### src/rtl/plic_gw.sv
// plic_gw: platform-level interrupt controller with per-source gateways, pending
// tracking, per-context priority arbitration and claim/complete handshake.
// Build macro PLIC_EDGE_TRIG_EN selects edge-triggered gateways (default: level).
module plic_gw #(
  parameter int unsigned N_CTX      = 2,
  parameter int unsigned N_INT_SRC  = 32,
  parameter int unsigned W_INT_PRIO = 3
) (
  input  logic                 CLK,
  input  logic                 RST_X,
  input  logic [29:0]          w_offset,
  input  logic                 w_we,
  input  logic [31:0]          w_wdata,
  input  logic                 w_re,
  output logic [31:0]          w_rdata,
  input  logic [N_INT_SRC-1:0] w_int_src,
  output logic [N_CTX-1:0]     w_eip
);

  localparam int unsigned W_ID   = (N_INT_SRC > 1) ? $clog2(N_INT_SRC) : 1;
  localparam int unsigned N_WORD = (N_INT_SRC + 31) / 32;
  localparam int unsigned W_PAD  = N_WORD * 32;

  typedef enum logic [1:0] {
    GW_IDLE    = 2'd0,
    GW_PEND    = 2'd1,
    GW_CLAIMED = 2'd2
  } gw_state_e;

  gw_state_e             r_gw      [N_INT_SRC];
  gw_state_e             gw_d      [N_INT_SRC];
  logic [W_INT_PRIO-1:0] r_prio    [N_INT_SRC];
  logic [N_INT_SRC-1:0]  r_en      [N_CTX];
  logic [N_INT_SRC-1:0]  en_d      [N_CTX];
  logic [W_INT_PRIO-1:0] r_thr     [N_CTX];
  logic [W_ID-1:0]       r_best_id [N_CTX];
  logic [W_ID-1:0]       best_id_c [N_CTX];
  logic [W_INT_PRIO-1:0] best_prio [N_CTX];

  logic [31:0]          addr, rel_en, rel_ctx, pend_word, en_ctx, en_word, t_ctx;
  logic                 sel_prio, sel_pend, sel_en, sel_thr, sel_claim, in_ctx;
  logic [W_ID-1:0]      a_id, claim_id_c, cmp_id;
  logic                 claim_hit, cmp_hit;
  logic [N_INT_SRC-1:0] pend_c, trig_c;
  logic [W_PAD-1:0]     en_pad, en_rd_pad, pend_pad;
  logic [31:0]          rdata_c;

`ifdef PLIC_EDGE_TRIG_EN
  logic [N_INT_SRC-1:0] r_src_d, r_edge_held, held_d;
  assign trig_c = w_int_src & ~r_src_d;
`else
  assign trig_c = w_int_src;
`endif

  // Register map decode of the byte offset
  always_comb begin
    addr      = {2'b00, w_offset};
    rel_en    = addr - 32'h0000_2000;
    rel_ctx   = addr - 32'h0020_0000;
    a_id      = W_ID'(addr >> 2);
    pend_word = (addr - 32'h0000_1000) >> 2;
    en_ctx    = rel_en >> 7;
    en_word   = 32'(rel_en[6:2]);
    t_ctx     = rel_ctx >> 12;
    sel_prio  = (addr[1:0] == 2'b00) && (addr < 32'(4 * N_INT_SRC));
    sel_pend  = (addr[1:0] == 2'b00) && (addr >= 32'h1000) &&
                (addr < 32'h1000 + 32'(4 * N_WORD));
    sel_en    = (addr[1:0] == 2'b00) && (addr >= 32'h2000) &&
                (addr < 32'h2000 + 32'(128 * N_CTX)) && (en_word < 32'(N_WORD));
    in_ctx    = (addr >= 32'h0020_0000) && (addr < 32'h0020_0000 + 32'(4096 * N_CTX));
    sel_thr   = in_ctx && (rel_ctx[11:0] == 12'h000);
    sel_claim = in_ctx && (rel_ctx[11:0] == 12'h004);
  end

  // Pending vector, claim result (still pending and enabled) and complete decode
  always_comb begin
    for (int i = 0; i < N_INT_SRC; i++) pend_c[i] = (r_gw[i] == GW_PEND);
    claim_id_c = '0;
    for (int c = 0; c < N_CTX; c++)
      if ((t_ctx == 32'(c)) && (r_best_id[c] != '0) &&
          pend_c[r_best_id[c]] && r_en[c][r_best_id[c]])
        claim_id_c = r_best_id[c];
    claim_hit = w_re && sel_claim && (claim_id_c != '0);
    cmp_hit   = w_we && sel_claim && (w_wdata != 32'd0) && (w_wdata < 32'(N_INT_SRC));
    cmp_id    = W_ID'(w_wdata);
  end

  // Per-context arbitration: highest priority above threshold, ties to lowest ID
  always_comb begin
    for (int c = 0; c < N_CTX; c++) begin
      best_prio[c] = r_thr[c];
      best_id_c[c] = '0;
      for (int i = 1; i < N_INT_SRC; i++)
        if (pend_c[i] && r_en[c][i] && (r_prio[i] > best_prio[c])) begin
          best_prio[c] = r_prio[i];
          best_id_c[c] = W_ID'(i);
        end
    end
  end

  // Gateway next-state logic
  always_comb begin
    for (int i = 0; i < N_INT_SRC; i++) gw_d[i] = r_gw[i];
`ifdef PLIC_EDGE_TRIG_EN
    held_d = r_edge_held;
`endif
    for (int i = 0; i < N_INT_SRC; i++) begin
      case (r_gw[i])
        GW_IDLE:    if (trig_c[i] && (i != 0)) gw_d[i] = GW_PEND;
        GW_PEND:    if (claim_hit && (claim_id_c == W_ID'(i))) gw_d[i] = GW_CLAIMED;
        GW_CLAIMED: begin
          if (cmp_hit && (cmp_id == W_ID'(i))) begin
`ifdef PLIC_EDGE_TRIG_EN
            gw_d[i]   = (r_edge_held[i] || trig_c[i]) ? GW_PEND : GW_IDLE;
            held_d[i] = 1'b0;
`else
            gw_d[i] = GW_IDLE;
`endif
          end
`ifdef PLIC_EDGE_TRIG_EN
          else if (trig_c[i]) held_d[i] = 1'b1;
`endif
        end
        default:    gw_d[i] = GW_IDLE;
      endcase
    end
  end

  // Enable word merge for writes
  always_comb begin
    en_pad = '0;
    for (int c = 0; c < N_CTX; c++) begin
      en_pad = W_PAD'(r_en[c]);
      for (int w = 0; w < N_WORD; w++)
        if (w_we && sel_en && (en_ctx == 32'(c)) && (en_word == 32'(w)))
          en_pad[w*32 +: 32] = w_wdata;
      en_d[c] = N_INT_SRC'(en_pad) & ~N_INT_SRC'(1);
    end
  end

  // Read data mux (pre-write values)
  always_comb begin
    rdata_c   = '0;
    en_rd_pad = '0;
    pend_pad  = W_PAD'(pend_c);
    if (sel_prio) rdata_c = 32'(r_prio[a_id]);
    if (sel_pend)
      for (int w = 0; w < N_WORD; w++)
        if (pend_word == 32'(w)) rdata_c = pend_pad[w*32 +: 32];
    for (int c = 0; c < N_CTX; c++) begin
      en_rd_pad = W_PAD'(r_en[c]);
      if (sel_en && (en_ctx == 32'(c)))
        for (int w = 0; w < N_WORD; w++)
          if (en_word == 32'(w)) rdata_c = en_rd_pad[w*32 +: 32];
      if (sel_thr && (t_ctx == 32'(c))) rdata_c = 32'(r_thr[c]);
    end
    if (sel_claim) rdata_c = 32'(claim_id_c);
  end

  // Gateway state registers
  always_ff @(posedge CLK or negedge RST_X) begin
    if (!RST_X) begin
      for (int i = 0; i < N_INT_SRC; i++) r_gw[i] <= GW_IDLE;
`ifdef PLIC_EDGE_TRIG_EN
      r_src_d     <= '0;
      r_edge_held <= '0;
`endif
    end else begin
      for (int i = 0; i < N_INT_SRC; i++) r_gw[i] <= gw_d[i];
`ifdef PLIC_EDGE_TRIG_EN
      r_src_d     <= w_int_src;
      r_edge_held <= held_d;
`endif
    end
  end

  // Priority, enable and threshold registers
  always_ff @(posedge CLK or negedge RST_X) begin
    if (!RST_X) begin
      for (int i = 0; i < N_INT_SRC; i++) r_prio[i] <= '0;
      for (int c = 0; c < N_CTX; c++) begin
        r_en[c]  <= '0;
        r_thr[c] <= '0;
      end
    end else begin
      if (w_we && sel_prio && (a_id != '0)) r_prio[a_id] <= w_wdata[W_INT_PRIO-1:0];
      for (int c = 0; c < N_CTX; c++) begin
        r_en[c] <= en_d[c];
        if (w_we && sel_thr && (t_ctx == 32'(c))) r_thr[c] <= w_wdata[W_INT_PRIO-1:0];
      end
    end
  end

  // Registered arbitration winner and interrupt line per context
  always_ff @(posedge CLK or negedge RST_X) begin
    if (!RST_X) begin
      for (int c = 0; c < N_CTX; c++) r_best_id[c] <= '0;
      w_eip <= '0;
    end else begin
      for (int c = 0; c < N_CTX; c++) begin
        r_best_id[c] <= best_id_c[c];
        w_eip[c]     <= (best_id_c[c] != '0);
      end
    end
  end

  // Registered read data, zero when no read
  always_ff @(posedge CLK or negedge RST_X) begin
    if (!RST_X) w_rdata <= '0;
    else        w_rdata <= w_re ? rdata_c : 32'd0;
  end

endmodule

### config.mk
export PLATFORM = sky130hd
export DESIGN_NAME = plic_gw
export DESIGN_NICKNAME = d
export VERILOG_FILES = /design/src/rtl/plic_gw.sv
export SDC_FILE = /design/constraint.sdc
export NUM_CORES = 1
export LEC_CHECK = 0
export ABC_AREA = 1
export CAP_MARGIN = 20
export CORE_MARGIN = 1
export CORE_UTILIZATION = 35
export CTS_CLUSTER_SIZE = 12
export DETAILED_ROUTE_END_ITERATION = 7
export GPL_TIMING_DRIVEN = 0
export HOLD_SLACK_MARGIN = 0.06
export SYNTH_ARGS = -nofsm -noshare
export SYNTH_HDL_FRONTEND = slang
export SYNTH_SLANG_ARGS = --single-unit
### constraint.sdc
create_clock -name CLK -period 35.6 [get_ports CLK]
set_clock_uncertainty 0.15 [all_clocks]
set_input_delay 3.56 -clock CLK [delete_from_list [all_inputs] [get_ports CLK]]
set_output_delay 3.56 -clock CLK [all_outputs]
set_load 0.01 [all_outputs]
==> impl_metrics.json, run 1 <==
{
  "synth.ff_latch_count": 270,
  "run_status": "completed",
  "cell_accounting_for_the_most_synthesized_area": "dfrtp_1",
  "report.final.hold_viol_count": 0,
  "most_used_cells_in_the_layout_excluding_fill_and_tap_cells": "656 x nand2_1, 338 x inv_1, 292 x o21ai_0, 270 x dfrtp_1, 178 x nor2_1",
  "clk_pin_slew_worst_paths_ns": 0.06,
  "vdd_drop_max_mv": 0.03757,
  "rd_place_congestion": 0.9967,
  "fin_hold_ws_ns": 0.3124,
  "drc_errors": 0,
  "yosysSeqAreaShare": 0.3243,
  "startpoint": "r_prio[92]",
  "worst-endpoint-arrival_ns": 33.27,
  "worst_hold_check_path_type": "register to register",
  "timing.reg2reg.setup_slack_ns": 2.60,
  "cts-hold-fix-buffers": 0,
  "post_synth_num_cell_types": 61,
  "std_cell_rows": 89,
  "final_layout_size_suffix_gt1_frac": 0.1276,
  "setup.worst_path.start_class": "register",
  "route.antenna.remaining_nets": 0,
  "report.final.setup_viol": 0,
  "synth.top_cell.area_share": 0.3243,
  "placedInstanceArea_mm2": 0.02316,
  "cpMaxStageDelayCell": "dfrtp_1",
  "clock.fmax_ghz": 0.03030,
  "layout_commonest_cell": "nand2_1",
  "post_layout_nonfiller_instances": 3903,
  "synth_enable_flop_cells": 0,
  "postSynthAreaPerCell_um2": 7.108,
  "number_of_buffers_inserted_during_clock_tree_synthesis": 37,
  "grt_remaining_overflow": 0,
  "timing.final.crit_share": 0.9270,
  "fin_area_mm2": 0.02458,
  "grt_pass1_vias": 20830,
  "worst_slew_pin_slew_ns": 1.189,
  "die-area_mm2": 0.06050,
  "layout-area-overhead-vs-synth_pct": 17.97,
  "critPathRequiredTime_ns": 35.87,
  "crit_path_frequent_cell": "nand2_2",
  "mappedNetlistNets": 3106,
  "grtUsageTotal": 0.2808,
  "synth.top_cells.by_area": "dfrtp_1 32%, nand2_1 12%, o21ai_0 8.3%, inv_1 6.1%, ha_1 4.6%",
  "wirelength_mm": 85.63,
  "filler_cell_count": 6065,
  "place_inst": 3836,
  "post_drt_via_cell_ratio": 5.611,
  "clkLatencyLatePin_ns": 0.59,
  "post_route_total_power_mw": 0.8193,
  "cts.path.max_buffers": 3,
  "yosys_most_used_dff": "dfrtp_1",
  "drt_first_iter_violations": 2442,
  "detailed_place_hpwl_mm": 67.94,
  "fp.coreArea_mm2": 0.05891,
  "drt_first_pass_iters": 6,
  "die_w_um": 246.0,
  "ff2ff_path_depth": 204,
  "max_slew_margin": 0.2044,
  "powerDensity_mw_per_mm2": 33.34,
  "initial_core_util": 0.3536,
  "cts.sinks": 270,
  "final_net_count": 3277,
  "ys_async_sr_fraction": 1.000,
  "final_core_util": 0.4172,
  "initial_antenna_violation_count": 1,
  "crit-reg2reg-launch": "r_prio[92]",
  "maximum_number_of_pins_on_one_net_before_global_route_repair": 120,
  "io-pin-count": 132,
  "timing.rr.end": "w_eip[0]",
  "clock-root-buffer": "clkbuf_16",
  "grt_first_pass_wirelength_mm": 128.1,
  "period_minus_slack_ns": 33.00,
  "number_of_i_o_port_buffers": 129,
  "avgRoutedWirePerCell_um": 21.94,
  "timing.setup.critical_path_class": "register to register",
  "setup.worst_path.end_class": "register",
  "endpoint_of_the_most_critical_setup_path": "w_eip[0]",
  "route.vias.total": 21900,
  "p_leak_nw": 11.40,
  "critPathMaxStageDelay_ns": 0.46,
  "syn_inst": 2931,
  "crit_path_max_fanout": 8,
  "tritoncts": "built",
  "die_height_um": 246.0,
  "drv.max_cap_violation_count": 0,
  "ys_warn_count": 0,
  "timing.final.max_slew_violations": 0,
  "cts_htree_levels": 2,
  "syn-cell-area_mm2": 0.02083
}
[where the power goes]
part	leakage, nW	switching [mW]	internal [mW]
clock	0.672	0.159	0.264
combinational	7.18	0.0574	0.0240
sequential	3.54	0.00278	0.312
total	11.4	0.219	0.600
[kinds of logic after synthesis]
kind of cell             after synthesis  synth area share
AO/OA/AOI/OAI                        776            0.2262
flip-flops                           270            0.3243
adder cells (fa/ha/maj)               77           0.04625
multiplexers                          13          0.007027
buffers and inverters                428           0.07730
AND/OR/NAND/NOR                     1365            0.3181
XOR/XNOR                               2         0.0008410
[state kept, by name (all words and copies together) (netlist names)]
signal / cells
r_gw: 62
r_thr: 6
w_eip: 2
en_rd_pad: 31
w_rdata: 32
r_best_id: 10
r_prio: 96
r_en: 31
[per-layer routing]
metal / GRT usage / vias up / routed length [um]
met1: 0.3773 / 10330 / 36560
met3: 0.04630 / 207 / 7051
met4: 0.1513 / 0 / 4745
met2: 0.4287 / 968 / 37270
met5: 0 / - / 0
li1: - / 10390 / -
[through the flow]
step                        TNS, ns  setup WS [ns]
final                             0          2.599
after global routing      -0.004938      -0.004938
after CTS                         0        0.02791
after detailed placement   -0.01146       -0.01146
after global placement            0         0.2866
after floorplan                   0          4.430
[cell type report]
class	instances	area (um^2)	area share
antenna	2	5.005	0.0002036
buffer	67	251.5	0.01023
clock buffer	46	1020	0.04149
tap	773	967.2	0.03935
clock inverter	19	352.8	0.01436
multi-input combinational	2233	12510	0.5089
inverter	361	1359	0.05529
timing repair buffer	132	1359	0.05529
sequential	270	6756	0.2749
[critical path: cells and delay by family (launching register included)]
kind	cells	cell delay (ns)
adders and majority gates	31	8.56
DFF	1	0.46
AOI/OAI and AO/OA	59	11.40
buffers and inverters	13	0.89
and+or+nand+nor	101	11.34
[Yosys cell counts (5+ instances only)]
library cell and instances:
nand2_1 657, o21ai_0 346, inv_1 338, dfrtp_1 270, nor2_1 178, nand3_1 162, a21oi_1 148, nand2_2 145
ha_1 77, clkbuf_1 64, nand3_2 64, nor3_1 50, o211ai_1 48, o221ai_1 33, nand2_4 32, o31ai_1 28
a22oi_1 26, o22ai_1 21, nand4_1 19, or2_2 17, inv_2 16, nor4_1 16, a21oi_2 13, mux2_2 13
o311ai_0 13, a22o_1 12, o32ai_1 12, a31oi_1 11, nor2_2 9, o2111ai_1 9, o21a_1 9, a221oi_1 8
o21ai_1 7, a211oi_1 5, clkinv_1 5
[how the worst min path moves through the flow]
stage	from	endpoint	slack [ns]	depth (start not counted)
final	r_gw[56]	r_gw[56]	0.31	1
after global routing	r_gw[52]	r_gw[52]	0.33	1
after CTS	r_prio[94]	r_prio[94]	0.31	1
after detailed placement	r_prio[94]	r_prio[94]	0.30	1
after global placement	r_prio[94]	r_prio[94]	0.29	1
after floorplan	r_gw[51]	r_gw[50]	0.28	1
[what timing repair did]
action	in CTS	in global routing
setup endpoints to repair	1	12
buffers inserted	0	0
resized for setup	1	63
Power figures use the tool's default switching activity.
==> run 2, diff against run 1 <==
--- a/config.mk
+++ b/config.mk
@@ -7,12 +7,15 @@
 export LEC_CHECK = 0
 export ABC_AREA = 1
 export CAP_MARGIN = 20
+export CELL_PAD_IN_SITES_DETAIL_PLACEMENT = 1
+export CELL_PAD_IN_SITES_GLOBAL_PLACEMENT = 1
 export CORE_MARGIN = 1
 export CORE_UTILIZATION = 35
 export CTS_CLUSTER_SIZE = 12
 export DETAILED_ROUTE_END_ITERATION = 7
 export GPL_TIMING_DRIVEN = 0
 export HOLD_SLACK_MARGIN = 0.06
+export PLACE_DENSITY_LB_ADDON = 0.1
 export SYNTH_ARGS = -nofsm -noshare
 export SYNTH_HDL_FRONTEND = slang
 export SYNTH_SLANG_ARGS = --single-unit
==> run 2 against run 1 <==
Effect of this change: critical path depth up 14; power up 3.1%; flip-flop and latch count unchanged; register-to-register slack better by 0.06 ns; count of clock-buffer cells in the layout up 2; critical endpoint unchanged.
==> impl_metrics.json, run 2 (same netlist as run 1, synthesis figures left out) <==
{
  "run_status": "completed",
  "power.share.sequential": 0.373,
  "swShare": 0.2781,
  "cts.sinks": 270,
  "powerDensity_mw_per_mm2": 34.02,
  "critPathRequiredTime_ns": 35.90,
  "io-pin-count": 132,
  "clkLatencyLatePin_ns": 0.59,
  "clockPowerShare": 0.521,
  "drt_first_iter_violations": 1932,
  "clock.fmax_ghz": 0.03035,
  "die-area_mm2": 0.06050,
  "grtUsageTotal": 0.3293,
  "clock-root-buffer": "clkbuf_16",
  "switching_power_mw": 0.2349,
  "final_net_count": 3285,
  "number_of_i_o_port_buffers": 129,
  "critPathMaxStageDelay_ns": 0.48,
  "drt_first_pass_iters": 5,
  "setup.worst_path.start_class": "register",
  "grt_pass1_vias": 23190,
  "registers_with_the_highest_flip_flop_counts": "r_prio: 96 flops, r_gw: 62 flops, w_rdata: 32 flops",
  "vdd_drop_max_mv": 0.03437,
  "power.internal_mw": 0.6098,
  "route.vias.total": 22880,
  "crit_path_frequent_cell": "nand2_2",
  "p_leak_nw": 11.53,
  "tritoncts": "built",
  "fp.coreArea_mm2": 0.05891,
  "setup.worst_path.end_class": "register",
  "max_slew_margin": 0.2212,
  "drv.max_cap_violation_count": 0,
  "endpoint_of_the_most_critical_setup_path": "w_eip[0]",
  "max_ffs_per_register": 96,
  "combinationalPowerShare": 0.106,
  "maximum_number_of_pins_on_one_net_before_global_route_repair": 92,
  "layout-area-overhead-vs-synth_pct": 19.18,
  "detailed_place_hpwl_mm": 80.32,
  "avgRoutedWirePerCell_um": 25.52,
  "most_used_cells_in_the_layout_excluding_fill_and_tap_cells": "656 x nand2_1, 338 x inv_1, 280 x o21ai_0, 269 x dfrtp_1, 178 x nor2_1",
  "final_core_util": 0.4215,
  "ff2ff_path_depth": 218,
  "top_register": "r_prio",
  "setup_slack_ns": 2.654,
  "timing.final.max_slew_violations": 0,
  "cts.path.max_buffers": 3,
  "wirelength_mm": 99.79,
  "timing.rr.end": "w_eip[0]",
  "die_height_um": 246.0,
  "final_layout_size_suffix_gt1_frac": 0.1409,
  "period_minus_slack_ns": 32.95,
  "grt_first_pass_wirelength_mm": 149.2,
  "clk_pin_slew_worst_paths_ns": 0.06,
  "cpMaxStageDelayCell": "dfrtp_1",
  "die_w_um": 246.0,
  "rd_place_congestion": 0.9923,
  "std_cell_rows": 89,
  "dpl_ws_ns": -1.283,
  "drc_errors": 0,
  "crit-reg2reg-launch": "r_prio[91]",
  "cts_htree_levels": 2,
  "worst_slew_pin_slew_ns": 1.164,
  "initial_antenna_violation_count": 2,
  "timing.setup.critical_path_class": "register to register",
  "worst_hold_check_path_type": "register to register",
  "post_drt_via_cell_ratio": 5.851,
  "grt_remaining_overflow": 0,
  "timing.reg2reg.setup_slack_ns": 2.65,
  "crit_path_max_fanout": 8,
  "route.antenna.remaining_nets": 0,
  "startpoint": "r_prio[91]",
  "number_of_buffers_inserted_during_clock_tree_synthesis": 37,
  "filler_cell_count": 7392,
  "timing.final.crit_share": 0.9254,
  "antenna_cells_inserted": 0,
  "worst-endpoint-arrival_ns": 33.25,
  "report.final.hold_viol_count": 0,
  "report.final.setup_viol": 0,
  "layout_commonest_cell": "nand2_1",
  "initial_core_util": 0.3536
}
run 2: changes by cell type in the layout (fill, tap and decap cells not counted), moves of 2 or more:
cell and delta:
nor3_2 +2, o21ai_2 +29, o21ai_0 -12, buf_4 +5, diode_2 -2, o32ai_2 +2
o32ai_1 -2, o21ai_1 -17, nor3_1 -2
run 2: worst min-delay path by stage:
stage | from | cells after the start | endpoint
floorplan | r_gw[51] | 1 | r_gw[50]
global placement | r_gw[51] | 1 | r_gw[50]
detailed placement | r_prio[95] | 1 | r_prio[95]
CTS | r_gw[51] | 1 | r_gw[50]
global route | r_gw[52] | 1 | r_gw[52]
finish | r_gw[51] | 1 | r_gw[50]
run 2: timing repair:
action	CTS	global route
endpoints found under the setup margin	12	12
buffers inserted	0	4
pin swaps	0	2
hold buffers	0	0
resized for setup	21	89
run 2: critical path, delay by kind of cell, from the launching register on:
| kind | cells | cell delay (ns) |
|---|---|---|
| simple gates | 115 | 13.72 |
| fa+ha+maj | 31 | 8.93 |
| compound gates | 58 | 8.50 |
| buf+inv | 14 | 1.00 |
| flops | 1 | 0.48 |
run 2: cell type report:
type | count | area, um^2 | area share
clock inverter | 18 | 370.4 | 0.01492
sequential | 270 | 6758 | 0.2722
tap | 773 | 967.2 | 0.03895
buffer | 67 | 251.5 | 0.01013
multi-input combinational | 2233 | 12650 | 0.5093
inverter | 361 | 1359 | 0.05473
timing repair buffer | 140 | 1440 | 0.05800
clock buffer | 48 | 1037 | 0.04178
run 2: power groups by stage:
stage                     combinational, mW  sequential (mW)  clock (mW)
after floorplan                      0.0350            0.320           0
after global placement               0.0842            0.321           0
after detailed placement             0.0876            0.321           0
after CTS                            0.0883            0.315       0.444
after global routing                 0.0937            0.316       0.454
final                                0.0894            0.315       0.440
run 2: layer usage:
metal	routed length, um	part of all wire	global-route usage	vias to the layer above
li1	-	-	-	10400
met1	44580	0.45	0.4508	11490
met2	44230	0.44	0.5122	810
met3	6695	0.067	0.05643	180
met4	4281	0.043	0.1306	0
met5	0	0	0	-
run 2: stage by stage:
stage	std cells	cell area, um^2	power [mW]	hold slack (ns)	setup TNS (ns)
floorplan	2931	20830	0.3551	0.2750	0
global placement	3833	23090	0.4049	0.2899	0
detailed placement	3840	23210	0.4084	0.3014	-7.169
CTS	3906	24630	0.8477	0.3137	0
global route	3910	24830	0.8631	0.3269	-0.1086
finish	3910	24830	0.8447	0.3123	0
==> run 3, diff against run 2 <==
--- a/config.mk
+++ b/config.mk
@@ -13,6 +13,7 @@
 export CORE_UTILIZATION = 35
 export CTS_CLUSTER_SIZE = 12
 export DETAILED_ROUTE_END_ITERATION = 7
+export DONT_BUFFER_PORTS = 1
 export GPL_TIMING_DRIVEN = 0
 export HOLD_SLACK_MARGIN = 0.06
 export PLACE_DENSITY_LB_ADDON = 0.1
==> run 3 against run 2 <==
Effect of this change: wire length down 1.4%; die area did not move; via count is 2.7% lower; global-route usage is 0.40 points lower; cell count shrank 3.6%; combinational power shrank 26%; sequential power hardly changed; final area shrank 6.4%; setup slack worse by 0.19 ns; clock power is 5.9% lower; hold slack lost 0.0012 ns; critical path type unchanged; highest routed layer is now met5.
==> impl_metrics.json, run 3 (same netlist as run 1, synthesis figures left out) <==
{
  "dpl_ws_ns": -1.203,
  "cts.sinks": 270,
  "p_leak_nw": 10.90,
  "cts_repair_resize_count": 19,
  "cts.path.max_buffers": 3,
  "report.final.hold_viol_count": 0,
  "maximum_number_of_pins_on_one_net_before_global_route_repair": 271,
  "drc_errors": 0,
  "die_height_um": 246.0,
  "critPathRequiredTime_ns": 35.89,
  "wl_met3_mm": 6.740,
  "rd_place_congestion": 0.9601,
  "period_minus_slack_ns": 33.14,
  "run_status": "completed",
  "detailed_place_hpwl_mm": 78.87,
  "initial_core_util": 0.3536,
  "worst_hold_check_path_type": "register to register",
  "grtUsageTotal": 0.3253,
  "route.top_layer_used": "met5",
  "final_layout_size_suffix_gt1_frac": 0.1381,
  "initial_antenna_violation_count": 5,
  "crit_path_frequent_cell": "nand2_2",
  "placedInstanceArea_mm2": 0.02181,
  "cts_htree_levels": 2,
  "clock-root-buffer": "clkbuf_16",
  "place_inst": 3706,
  "cpMaxStageDelayCell": "dfrtp_1",
  "final_net_count": 3146,
  "setup_slack_ns": 2.464,
  "clkLatencyLatePin_ns": 0.58,
  "setup.worst_path.end_class": "register",
  "timing.final.crit_share": 0.9308,
  "fp.coreArea_mm2": 0.05891,
  "max_slew_margin": 0.2621,
  "report.final.setup_viol": 0,
  "timing.hold.worst.start": "r_prio[94]",
  "io-pin-count": 132,
  "drt_first_pass_iters": 6,
  "crit-reg2reg-launch": "r_prio[92]",
  "crit_path_max_fanout": 8,
  "vdd_drop_max_mv": 0.05958,
  "cts-hold-fix-buffers": 0,
  "grt_pass1_vias": 22530,
  "route.vias.total": 22260,
  "layout_commonest_cell": "nand2_1",
  "grt_remaining_overflow": 0,
  "max_ffs_per_register": 96,
  "wirelength_met1_mm": 44.90,
  "clock.fmax_ghz": 0.03018,
  "post_layout_nonfiller_instances": 3771,
  "critPathMaxStageDelay_ns": 0.45,
  "top_register": "r_prio",
  "timing.final.max_slew_violations": 0,
  "registers_with_the_highest_flip_flop_counts": "r_prio: 96 flops, r_gw: 62 flops, w_rdata: 32 flops",
  "number_of_i_o_port_buffers": 0,
  "die_w_um": 246.0,
  "avgRoutedWirePerCell_um": 26.08,
  "most_used_cells_in_the_layout_excluding_fill_and_tap_cells": "656 x nand2_1, 338 x inv_1, 273 x o21ai_0, 270 x dfrtp_1, 178 x nor2_1",
  "startpoint": "r_prio[92]",
  "cts_setup_buffers": 0,
  "fin_hold_ws_ns": 0.3111,
  "worst-endpoint-arrival_ns": 33.42,
  "clk_pin_slew_worst_paths_ns": 0.06,
  "tritoncts": "built",
  "number_of_buffers_inserted_during_clock_tree_synthesis": 36,
  "worst_slew_pin_slew_ns": 1.107,
  "std_cell_rows": 89,
  "final_core_util": 0.3946,
  "grt_first_pass_wirelength_mm": 147.0,
  "met2_wirelength_mm": 43.21,
  "antenna_cells_inserted": 0,
  "wirelength_mm": 98.34,
  "drt_first_iter_violations": 1835,
  "die-area_mm2": 0.06050,
  "layout-area-overhead-vs-synth_pct": 11.57,
  "route.antenna.remaining_nets": 0,
  "drv.max_cap_violation_count": 0,
  "timing.setup.critical_path_class": "register to register",
  "fin_area_mm2": 0.02324,
  "post_drt_via_cell_ratio": 5.904,
  "powerDensity_mw_per_mm2": 34.23,
  "setup.worst_path.start_class": "register"
}
==> run 3: where the power goes <==
group / internal, mW / total (mW) / leakage, nW / switching [mW]
Clock: 0.254 / 0.414 / 0.639 / 0.160
Sequential: 0.312 / 0.315 / 3.54 / 0.00317
Combinational: 0.0144 / 0.0659 / 6.72 / 0.0515
Total: 0.581 / 0.796 / 10.9 / 0.215
==> run 3: stage by stage <==
stage / power [mW] / setup TNS (ns)
final: 0.7957 / 0
after global routing: 0.8174 / -0.08442
after CTS: 0.7993 / 0
after detailed placement: 0.3852 / -6.180
after global placement: 0.3832 / -0.08681
after floorplan: 0.3551 / 0
==> run 3: worst paths after layout <==
kind | slack, ns | depth (start not counted) | end
hold / removal | 0.31 | 1 | r_prio[94]
hold reg to reg | 0.31 | 1 | r_prio[94]
min in group asynchronous | 2.57 | 0 | r_prio[63]
max in group asynchronous | 31.87 | 0 | r_gw[27]
setup / recovery | 2.46 | 212 | w_eip[0]
setup reg to reg | 2.46 | 212 | w_eip[0]
==> run 3: layout make-up <==
| class | count | area, um^2 |
|---|---|---|
| plain buffers | 67 | 251.5 |
| clock buffers | 48 | 985.9 |
| clock inverters | 17 | 317.8 |
| fillers | 7412 | 35660 |
| inverters | 361 | 1359 |
| multi-input cells | 2233 | 12590 |
| flip-flops and latches | 270 | 6756 |
| well taps | 773 | 967.2 |
| repair buffers | 2 | 12.51 |
==> run 3: worst max-delay path: cells and delay by family, from the launching register on <==
family	cells	cell delay (ns)
simple gates	109	12.78
compound gates	59	9.77
fa+ha+maj	31	8.89
buf+inv	13	0.91
flops	1	0.45
==> run 3: metal layers <==
layer | vias up | track usage
met2 | 769 | 0.5026
met1 | 11200 | 0.4542
met4 | 2 | 0.1076
met5 | - | 0
met3 | 165 | 0.05871
li1 | 10130 | -
